**src/rtl/esi_manifest_reader.sv**
```systemverilog
// esi_manifest_reader
// Host-facing read port for the compressed ESI manifest. Word 0 is a
// {MAGIC, size} header and words 1..NW carry the manifest bytes, little-endian
// within each 64-bit word. Misaligned or out-of-range reads return an error
// response with zero data.
//
// Handshake (both channels): a transfer happens on a rising edge where
// valid && ready are both high. Producers hold valid and payload stable until
// that transfer; ready may change freely. Here req_ready = !resp_valid ||
// resp_ready, so a single response register gives one read per cycle under
// continuous resp_ready and stalls cleanly under backpressure.
module esi_manifest_reader #(
  parameter int          COMPRESSED_MANIFEST_SIZE = 16,
  parameter int          ADDR_WIDTH               = 32,
  parameter logic [31:0] MAGIC                    = 32'h4D414E49
) (
  input  logic                                  clk,
  input  logic                                  rst,
  input  logic [8*COMPRESSED_MANIFEST_SIZE-1:0] compressed_manifest,
  input  logic                                  req_valid,
  output logic                                  req_ready,
  input  logic [ADDR_WIDTH-1:0]                 req_addr,
  output logic                                  resp_valid,
  input  logic                                  resp_ready,
  output logic [63:0]                           resp_data,
  output logic                                  resp_error,
  output logic [31:0]                           reads_served
);

  // Number of data words; the last one is zero-padded past the final byte.
  localparam int NW          = (COMPRESSED_MANIFEST_SIZE + 7) / 8;
  localparam int PADDED_BITS = 64 * NW;

  // Highest legal word index, at full address width so that any set upper
  // address bit lands as out of range without extra masking.
  localparam logic [ADDR_WIDTH-1:0] LAST_WORD = ADDR_WIDTH'(NW);

  localparam logic [63:0] HEADER = {MAGIC, 32'(COMPRESSED_MANIFEST_SIZE)};

  logic [ADDR_WIDTH-1:0]  word_idx;
  logic                   misaligned;
  logic                   out_of_range;
  logic [PADDED_BITS-1:0] padded;
  logic [63:0]            word_data;
  logic [63:0]            next_data;
  logic                   next_error;
  logic                   accept;
  logic                   consume;

  // Handshake qualifiers.
  assign req_ready = !resp_valid || resp_ready;
  assign accept    = req_valid && req_ready;
  assign consume   = resp_valid && resp_ready;

  // Address decode: byte address to word index plus error classification.
  assign word_idx     = {3'b000, req_addr[ADDR_WIDTH-1:3]};
  assign misaligned   = |req_addr[2:0];
  assign out_of_range = word_idx > LAST_WORD;

  // Zero-extend the byte bus to a whole number of 64-bit words.
  always_comb begin
    padded = '0;
    padded[8*COMPRESSED_MANIFEST_SIZE-1:0] = compressed_manifest;
  end

  // Word-indexed mux straight off the live byte bus; no stored copy.
  always_comb begin
    word_data = '0;
    for (int w = 1; w <= NW; w++) begin
      if (word_idx == ADDR_WIDTH'(w)) begin
        word_data = padded[64*(w-1) +: 64];
      end
    end
    if (word_idx == '0) begin
      word_data = HEADER;
    end
  end

  // Error responses always carry zero data.
  always_comb begin
    next_error = misaligned || out_of_range;
    next_data  = next_error ? 64'd0 : word_data;
  end

  // Response register: load on accept, drop valid on a consume with no
  // new request behind it, otherwise hold everything stable.
  always_ff @(posedge clk) begin
    if (rst) begin
      resp_valid <= 1'b0;
      resp_data  <= 64'd0;
      resp_error <= 1'b0;
    end else if (accept) begin
      resp_valid <= 1'b1;
      resp_data  <= next_data;
      resp_error <= next_error;
    end else if (consume) begin
      resp_valid <= 1'b0;
    end
  end

  // Completed-response counter, error responses included; wraps naturally.
  always_ff @(posedge clk) begin
    if (rst) begin
      reads_served <= 32'd0;
    end else if (consume) begin
      reads_served <= reads_served + 32'd1;
    end
  end

endmodule
```
**config.mk**
```make
export PLATFORM = sky130hd
export DESIGN_NAME = esi_manifest_reader
export DESIGN_NICKNAME = d
export VERILOG_FILES = /design/src/rtl/esi_manifest_reader.sv
export SDC_FILE = /design/constraint.sdc
export NUM_CORES = 1
export LEC_CHECK = 0
export BUFFER_PORTS_ARGS = -buffer_cell sky130_fd_sc_hd__buf_2
export CORE_UTILIZATION = 43
export DETAILED_ROUTE_END_ITERATION = 10
export HOLD_SLACK_MARGIN = 0.12
export PLACE_DENSITY = 0.8
export SLEW_MARGIN = 10
export SYNTH_ARGS = -nofsm -noshare
export SYNTH_HDL_FRONTEND = slang
export SYNTH_SLANG_ARGS = --single-unit
```
**constraint.sdc**
```tcl
create_clock -name clk -period 2.7 [get_ports clk]
set_clock_uncertainty 0.05 [all_clocks]
set_input_delay 0.54 -clock clk [delete_from_list [all_inputs] [get_ports clk]]
set_output_delay 0.54 -clock clk [all_outputs]
set_load 0.02 [all_outputs]
```
==> results of run 1 <==
Yosys cell counts (all sizes together) (9+ instances only):
cell type and instances:
o31ai 12, nand3 12, xnor2 9, nand2 78, nor2 19, nand4 9, or4 13, dfxtp 98
a21oi 47, inv 22, o21ai 65, clkbuf 33, nor4 16, a22oi 50
layout make-up:
class | instances | area, sq um
Antenna cell | 1 | 2.502
Clock inverter | 6 | 70.07
Tap cell | 129 | 161.4
Fill cell | 847 | 3522
Timing Repair Buffer | 268 | 1394
Multi-Input combinational cell | 361 | 2083
Sequential cell | 98 | 1962
Inverter | 22 | 82.58
Clock buffer | 10 | 137.6
power groups by stage:
stage	clock [mW]	sequential [mW]	combinational (mW)
floorplan	0	1.49	0.109
global placement	0	1.48	0.266
detailed placement	0	1.49	0.274
CTS	1.01	1.45	0.275
global route	1.07	1.45	0.304
finish	0.986	1.45	0.277
routing by layer:
layer	vias to the layer above	track usage, %	part of all wire (%)
li1	2351	-	-
met1	2238	32.14	40
met2	212	45.06	51
met3	21	4.417	6.6
met4	0	10.48	2.2
met5	-	0	0
kinds of logic (layout without fill, tap and decap cells):
logic type,after synthesis,in the layout,synth area share (%)
AOI/OAI and AO/OA,177,177,24.71
and+or+nand+nor,167,167,19.81
DFF,98,98,46.08
buffers and inverters,60,306,5.642
xor gates and xnor gates,13,13,2.674
muxes,3,3,0.7934
adders and majority gates,1,1,0.2938
other,0,1,0
worst max-delay path, cell delays in order (launching register included):
cell	delay, ns
dfxtp_1	0.48
nand4_2	0.16
or4_4	0.69
nor4_1	0.34
mux2_2	0.37
worst max path at each step:
| stage | end | depth (start not counted) |
|---|---|---|
| final | reads_served[31] | 4 |
| after global placement | resp_data[16] | 6 |
| after floorplan | reads_served[23] | 6 |
| after global routing | resp_data[49] | 5 |
| after CTS | reads_served[31] | 4 |
| after detailed placement | resp_data[3] | 6 |
registers in the layout, summed over array words and instances (netlist names):
| register | cells |
|---|---|
| resp_data | 64 |
| reads_served | 32 |
| resp_error | 1 |
| resp_valid | 1 |
through the flow:
step                hold WS [ns]  cell area [sq um]  instances  setup WS (ns)  utilization (%)
finish                    0.4036               5893        895         0.5119            62.59
global route              0.3935               5891        894         0.4213            62.56
CTS                       0.3822               5891        894         0.5078            62.56
detailed placement        0.3870               5683        878         0.2640            60.36
global placement          0.3813               5683        878         0.3746            60.36
floorplan                 0.4868               4258        519         0.4654                -
cell usage in the layout, fill, tap and decap left out, types with 4 or more instances in the layout:
master / instances
inv_1: 22
buf_2: 262
nor2_1: 18
a22oi_1: 50
nor3_1: 4
inv_6: 4
or4_1: 11
clkbuf_8: 10
xor2_1: 4
nand2_1: 78
nand4_1: 7
nand3_1: 12
dfxtp_1: 98
o21ai_0: 65
o31ai_1: 12
nor4_1: 16
a21oi_1: 46
xnor2_1: 9
==> flow_summary.ini, run 1 <==
[power]
total_power_mw = 2.715
powerDensity_nw_per_um2 = 460.7
peakVddDrop_uv = 225.4
p_int_mw = 2.050
p_seq_share_pct = 53.5
clkPwrFrac_pct = 36.3
switchingPower_mw = 0.6647
p_leak_nw = 2.675
p_sw_share_pct = 24.49
p_comb_share_pct = 10.2

[logic_synthesis]
synth_area_leaders = dfxtp_1, a22oi_1, o21ai_0
ys_seq_elements = 98
syn_inst = 519
synth_top_area_share_pct = 46.08
async_flop_share_pct = 0
synth_cell_types = 33
ys_seq_area_share_pct = 46.08
yosys.area.top_type = dfxtp_1
synth_edf_count = 0
syn-num-nets = 684
syn_area_sq_um = 4258
ys.warnings.count = 0
synth_flop_cell = dfxtp_1
syn_avg_cell_area_sq_um = 8.204

[worst_setup_path]
r2r_cells = 4
cp_max_fo = 26
rr_startpoint = reads_served[9]
cp-startpoint = reads_served[9]
rrSetupSlack_ns = 0.51
r2r_end = reads_served[31]
arrival_ns = 2.40
worstSetupEndpointType = flip-flop
path_class = flip-flop to flip-flop
worst-endpoint-required_ns = 2.91
startpoint_type = flip-flop

[run_status]
outcome = completed

[drt]
wirelength_um = 13510
detail-route-antenna-nets = 0
initialDrtViolationCount = 189
drcViolationCount = 0
first_pass_iters = 5
routed_via_density = 5.388
wl_per_cell_um = 15.10
num_vias = 4822

[floorplanning]
start_util_pct = 45.22
core-area_sq_um = 9415
num_rows = 35
die_h_um = 101.5
io_pins = 263
die_w_um = 101.5
dieArea_sq_um = 10300

[timing]
finalMaxSlewViolations = 0
tns_ns = 0
hold_viol_final = 0
finalSetupViolations = 0
finalCriticalPeriod_ns = 2.188
fin_crit_sh_pct = 81.04
slew_headroom_pct = 55.19
worst_pin_slew_ns = 0.6553
grt_setup_unrepaired = no
max_freq_ghz = 0.4570

[place]
portBuffers = 262
gp_congestion = 0.9252
dp_hpwl_um = 10230

[final_layout]
fin_nets = 925
areaGrowthSynthToFinish_pct = 38.41
drive_gt1_share_pct = 38.56

[global_routing]
grt_pass1_vias = 4391
grt_pass1_wl_um = 21050
grt_overflow_total = 0
grt_max_degree = 65
antenna_found_initial = 1
grtUsageTotal_pct = 26.06

[job]
cap_violations = 0

[hold_path]
hp-start = compressed_manifest[93]
hold_class = input port to flip-flop
holdPathEnd = resp_data[29]
worstHoldPathCells = 3

[clocking]
holdBufCountCts = 0
worstSkewPairLatency_ns = 0.35
clk_pin_slew_worst_paths_ns = 0.10
clkSinkCount = 98
ctsRootBufferMaster = clkbuf_8
clock_path_buffers = 2
cts_setup_buffers = 0
post_cts_resized = 0
htreeDepth = 3
numCtsBuffers = 9
cts_tree = built
Power figures use the tool's default switching activity.
==> inputs of run 2 (changes only) <==
==> constraint.sdc (replaced) <==
create_clock -name clk -period 2.15 [get_ports clk]
set_clock_uncertainty 0.05 [all_clocks]
set_input_delay 0.43 -clock clk [delete_from_list [all_inputs] [get_ports clk]]
set_output_delay 0.43 -clock clk [all_outputs]
set_load 0.02 [all_outputs]
==> flow_summary.ini, run 2 (synthesized netlist as in run 1, its figures left out) <==
[floorplanning]
die_w_um = 101.5
dieArea_sq_um = 10300
start_util_pct = 45.22
core-area_sq_um = 9415
num_rows = 35
die_h_um = 101.5
io_pins = 263

[drt]
first_pass_iters = 4
wirelength_um = 13620
num_vias = 4829
wl_per_cell_um = 15.00
initialDrtViolationCount = 164
routed_via_density = 5.318
detail-route-antenna-nets = 0
drcViolationCount = 0

[global_routing]
antenna_found_initial = 0
grt_busiest_layer = met2
grt_overflow_total = 0
grtUsageTotal_pct = 26.51
use_met2_pct = 46.88
met3_usage_pct = 5.452
grt_pass1_vias = 4578
grt_pass1_wl_um = 21420
grt_max_degree = 65
met1_usage_pct = 31.54

[clocking]
numCtsBuffers = 9
cts_tree = built
clk_pin_slew_worst_paths_ns = 0.09
clkSinkCount = 98
worstSkewPairLatency_ns = 0.35
cts_setup_buffers = 0
ctsRootBufferMaster = clkbuf_8
clock_path_buffers = 2
htreeDepth = 3

[timing]
slew_headroom_pct = 68.19
finalCriticalPeriod_ns = 2.086
fin_crit_sh_pct = 97.01
finalMaxSlewViolations = 0
hold_viol_final = 0
finalSetupViolations = 0
finalWorstSetupSlack_ns = 0.06425
max_freq_ghz = 0.4794
worst_pin_slew_ns = 0.4727

[worst_setup_path]
worstSetupEndpointType = flip-flop
slowest_stage = or4_4
slowest_delay_ns = 0.68
path_cells = nand4_2, or4_4, nor4_2, mux2_2
arrival_ns = 2.28
path_class = flip-flop to flip-flop
cp_max_fo = 26
cp_top_family = simple AND/OR/NAND/NOR gates
path_buf_inv = 0
startpoint_type = flip-flop
worst-endpoint-required_ns = 2.34

[power]
p_leak_nw = 2.735
peakVddDrop_uv = 256.8
powerDensity_nw_per_um2 = 541.8

[final_layout]
n_antenna_cell = 0
final_common_cell = buf_2
final_cell_mix = buf_2, dfxtp_1, nand2_1
areaGrowthSynthToFinish_pct = 41.23
drive_gt1_share_pct = 40.95
largest_reg_flops = 64
top_regs = resp_data (64), reads_served (32)
top_register = resp_data
final_cell_count_no_fill = 908
fin_nets = 940

[place]
gp_congestion = 0.9592
portBuffers = 262
dp_slack_ns = -0.1533
dp_hpwl_um = 10480
dp.cells = 893

[job]
cap_violations = 0

[run_status]
outcome = completed

[hold_path]
hold_class = input port to flip-flop
-- run 2: cell count changes in the layout (fill, tap and decap cells not counted), sizes merged --
cell	delta
diode	-1
buf	+15
inv	-3
clkinvlp	+3
bufinv	-1
-- run 2: what timing repair did --
action,CTS,global route
hold endpoints to repair,0,0
hold buffers,0,0
gates resized for setup,0,3
setup endpoints to repair,0,3
-- run 2: worst paths after layout --
check,startpoint,endpoint,slack (ns),cells after the start
worst max register to register,reads_served[11],reads_served[28],0.06,4
worst min register to register,resp_data[4],resp_data[4],0.40,2
worst max-delay path,reads_served[11],reads_served[28],0.06,4
worst min-delay path,compressed_manifest[89],resp_data[25],0.30,3
-- run 2: worst min-delay path: stages --
cell	delay (ns)
buf_2	0.08
a22oi_1	0.05
o21ai_0	0.12
-- run 2: area by class of cell --
type	instances	area [sq um]
Clock buffer	10	137.6
Inverter	22	82.58
Sequential cell	98	1971
Multi-Input combinational cell	361	2102
Clock inverter	5	40.04
Fill cell	842	3402
Tap cell	129	161.4
Timing Repair Buffer	283	1519
-- run 2: per-stage QoR --
| step | setup TNS [ns] | power [mW] | hold WS (ns) | area (sq um) | utilization, % |
|---|---|---|---|---|---|
| global placement | -2.239 | 2.202 | 0.3811 | 5817 | 61.78 |
| CTS | 0 | 3.282 | 0.2878 | 5995 | 63.67 |
| floorplan | 0 | 2.006 | 0.4868 | 4267 | - |
| global route | -0.04378 | 3.398 | 0.2922 | 6013 | 63.87 |
| detailed placement | -7.408 | 2.212 | 0.3863 | 5817 | 61.78 |
| finish | 0 | 3.258 | 0.2998 | 6013 | 63.87 |
-- run 2: report_power, final --
part	internal (mW)	total, mW	switching [mW]
clock	0.452	1.09	0.636
sequential	1.82	1.82	0.00468
combinational	0.173	0.348	0.175
-- run 2: metal layers --
metal	share of wire [%]	wire length [um]	up-vias
met1	41	5559	2227
met3	5.5	747	23
li1	-	-	2387
met2	52	7020	192
met4	2.2	295	0
met5	0	0	-
==> inputs of run 3 (changes only) <==
--- a/config.mk
+++ b/config.mk
@@ -6,10 +6,11 @@
 export NUM_CORES = 1
 export LEC_CHECK = 0
 export BUFFER_PORTS_ARGS = -buffer_cell sky130_fd_sc_hd__buf_2
+export CORE_ASPECT_RATIO = 0.75
 export CORE_UTILIZATION = 43
 export DETAILED_ROUTE_END_ITERATION = 10
 export HOLD_SLACK_MARGIN = 0.12
-export PLACE_DENSITY = 0.8
+export PLACE_DENSITY = 0.88
 export SLEW_MARGIN = 10
 export SYNTH_ARGS = -nofsm -noshare
 export SYNTH_HDL_FRONTEND = slang
==> constraint.sdc (replaced) <==
create_clock -name clk -period 2.3 [get_ports clk]
set_clock_uncertainty 0.05 [all_clocks]
set_input_delay 0.46 -clock clk [delete_from_list [all_inputs] [get_ports clk]]
set_output_delay 0.46 -clock clk [all_outputs]
set_load 0.02 [all_outputs]
==> flow_summary.ini, run 3 (synthesized netlist as in run 1, its figures left out) <==
[worst_setup_path]
slowest_stage = or4_4
path_class = flip-flop to flip-flop
worst-endpoint-required_ns = 2.47
path_cells = nand4_2, or4_4, nor4_1, mux2_2
cp_max_fo = 26
cp_top_family = simple AND/OR/NAND/NOR gates
arrival_ns = 2.32
path_buf_inv = 0
startpoint_type = flip-flop
slowest_delay_ns = 0.69
worstSetupEndpointType = flip-flop
rrSetupSlack_ns = 0.15

[global_routing]
grt_max_degree = 65
antenna_found_initial = 0
grt_pass1_wl_um = 19380
grtUsageTotal_pct = 24.36
met1_usage_pct = 33.23
grt_pass1_vias = 4052
grt_overflow_total = 0
met3_usage_pct = 5.606
grt_busiest_layer = met2
use_met2_pct = 38.84

[job]
cap_violations = 0

[timing]
fin_crit_sh_pct = 93.48
hold_viol_final = 0
finalCriticalPeriod_ns = 2.150
finalWorstSetupSlack_ns = 0.1499
worst_pin_slew_ns = 0.6418
max_freq_ghz = 0.4651
slew_headroom_pct = 56.82
finalSetupViolations = 0
grt_setup_unrepaired = no
finalMaxSlewViolations = 0
tns_ns = 0

[run_status]
outcome = completed

[power]
powerDensity_nw_per_um2 = 551.2
p_leak_nw = 2.781
peakVddDrop_uv = 319.8

[final_layout]
final_util_pct = 63.27
largest_reg_flops = 64
top_register = resp_data
n_antenna_cell = 0
fin_nets = 942
areaGrowthSynthToFinish_pct = 42.93
final_common_cell = buf_2
drive_gt1_share_pct = 39.74
top_regs = resp_data (64), reads_served (32)
final_cell_mix = buf_2, dfxtp_1, nand2_1

[floorplanning]
die_h_um = 88.18
io_pins = 263
start_util_pct = 44.26
dieArea_sq_um = 10310
core-area_sq_um = 9619
num_rows = 31
die_w_um = 116.9

[drt]
initialDrtViolationCount = 423
drcViolationCount = 0
wirelength_um = 13200
wl_per_cell_um = 14.48
routed_via_density = 5.283
detail-route-antenna-nets = 0
first_pass_iters = 5
num_vias = 4818

[place]
dp_slack_ns = -0.05232
portBuffers = 262
gp_congestion = 0.8840
dp_hpwl_um = 9986

[clocking]
htreeDepth = 3
holdBufCountCts = 0
worstSkewPairLatency_ns = 0.33
clk_pin_slew_worst_paths_ns = 0.06
cts_tree = built
post_cts_resized = 0
cts_setup_buffers = 0
numCtsBuffers = 9
clkSinkCount = 98
clock_path_buffers = 2
ctsRootBufferMaster = clkbuf_16

[hold_path]
hold_class = input port to flip-flop
## run 3: cell types whose count changed in the layout (fill, tap and decap cells not counted), moves of 3 or more
cell	change
nor4_1	+3
dfxtp_2	-7
nor4_2	-3
clkbuf_8	-10
clkbuf_16	+9
dfxtp_1	+7
## run 3: power by group
group          switching (mW)  total, mW  internal (mW)
clock                   0.602       1.32          0.718
sequential            0.00440       1.71           1.70
combinational           0.164      0.329          0.164
## run 3: per-stage QoR
stage / area [sq um] / hold WS, ns / total power [mW] / instances
2_1_floorplan: 4258 / 0.4868 / 1.875 / 519
3_3_place_gp: 5827 / 0.3785 / 2.069 / 898
3_5_place_dp: 5827 / 0.3863 / 2.072 / 898
4_1_cts: 6086 / 0.3485 / 3.385 / 912
5_1_grt: 6086 / 0.3602 / 3.504 / 912
6_report: 6086 / 0.3626 / 3.354 / 912
## run 3: final timing paths
kind	endpoint	cells past startpoint	from
hold / removal	resp_data[2]	3	compressed_manifest[66]
setup / recovery	reads_served[31]	4	reads_served[12]
hold reg to reg	resp_data[42]	2	resp_data[42]
setup reg to reg	reads_served[31]	4	reads_served[12]
## run 3: area by class of cell
type                            instances  area (sq um)
Fill cell                             879          3533
Multi-Input combinational cell        361          2083
Sequential cell                        98          1962
Timing Repair Buffer                  285          1534
Clock buffer                            9         225.2
Tap cell                              132         165.2
Inverter                               22         82.58
Clock inverter                          5         33.78
## run 3: layer usage
layer / wire, um / vias to the layer above / share of wire (%)
met3: 807 / 18 / 6.1
met2: 6187 / 189 / 47
met4: 165 / 0 / 1.2
met5: 0 / - / 0
li1: - / 2390 / -
met1: 6041 / 2221 / 46
## run 3: worst register-to-register path, stage by stage (launching register included)
cell     delay, ns
dfxtp_1       0.39
nand4_2       0.16
or4_4         0.69
nor4_1        0.37
mux2_2        0.37
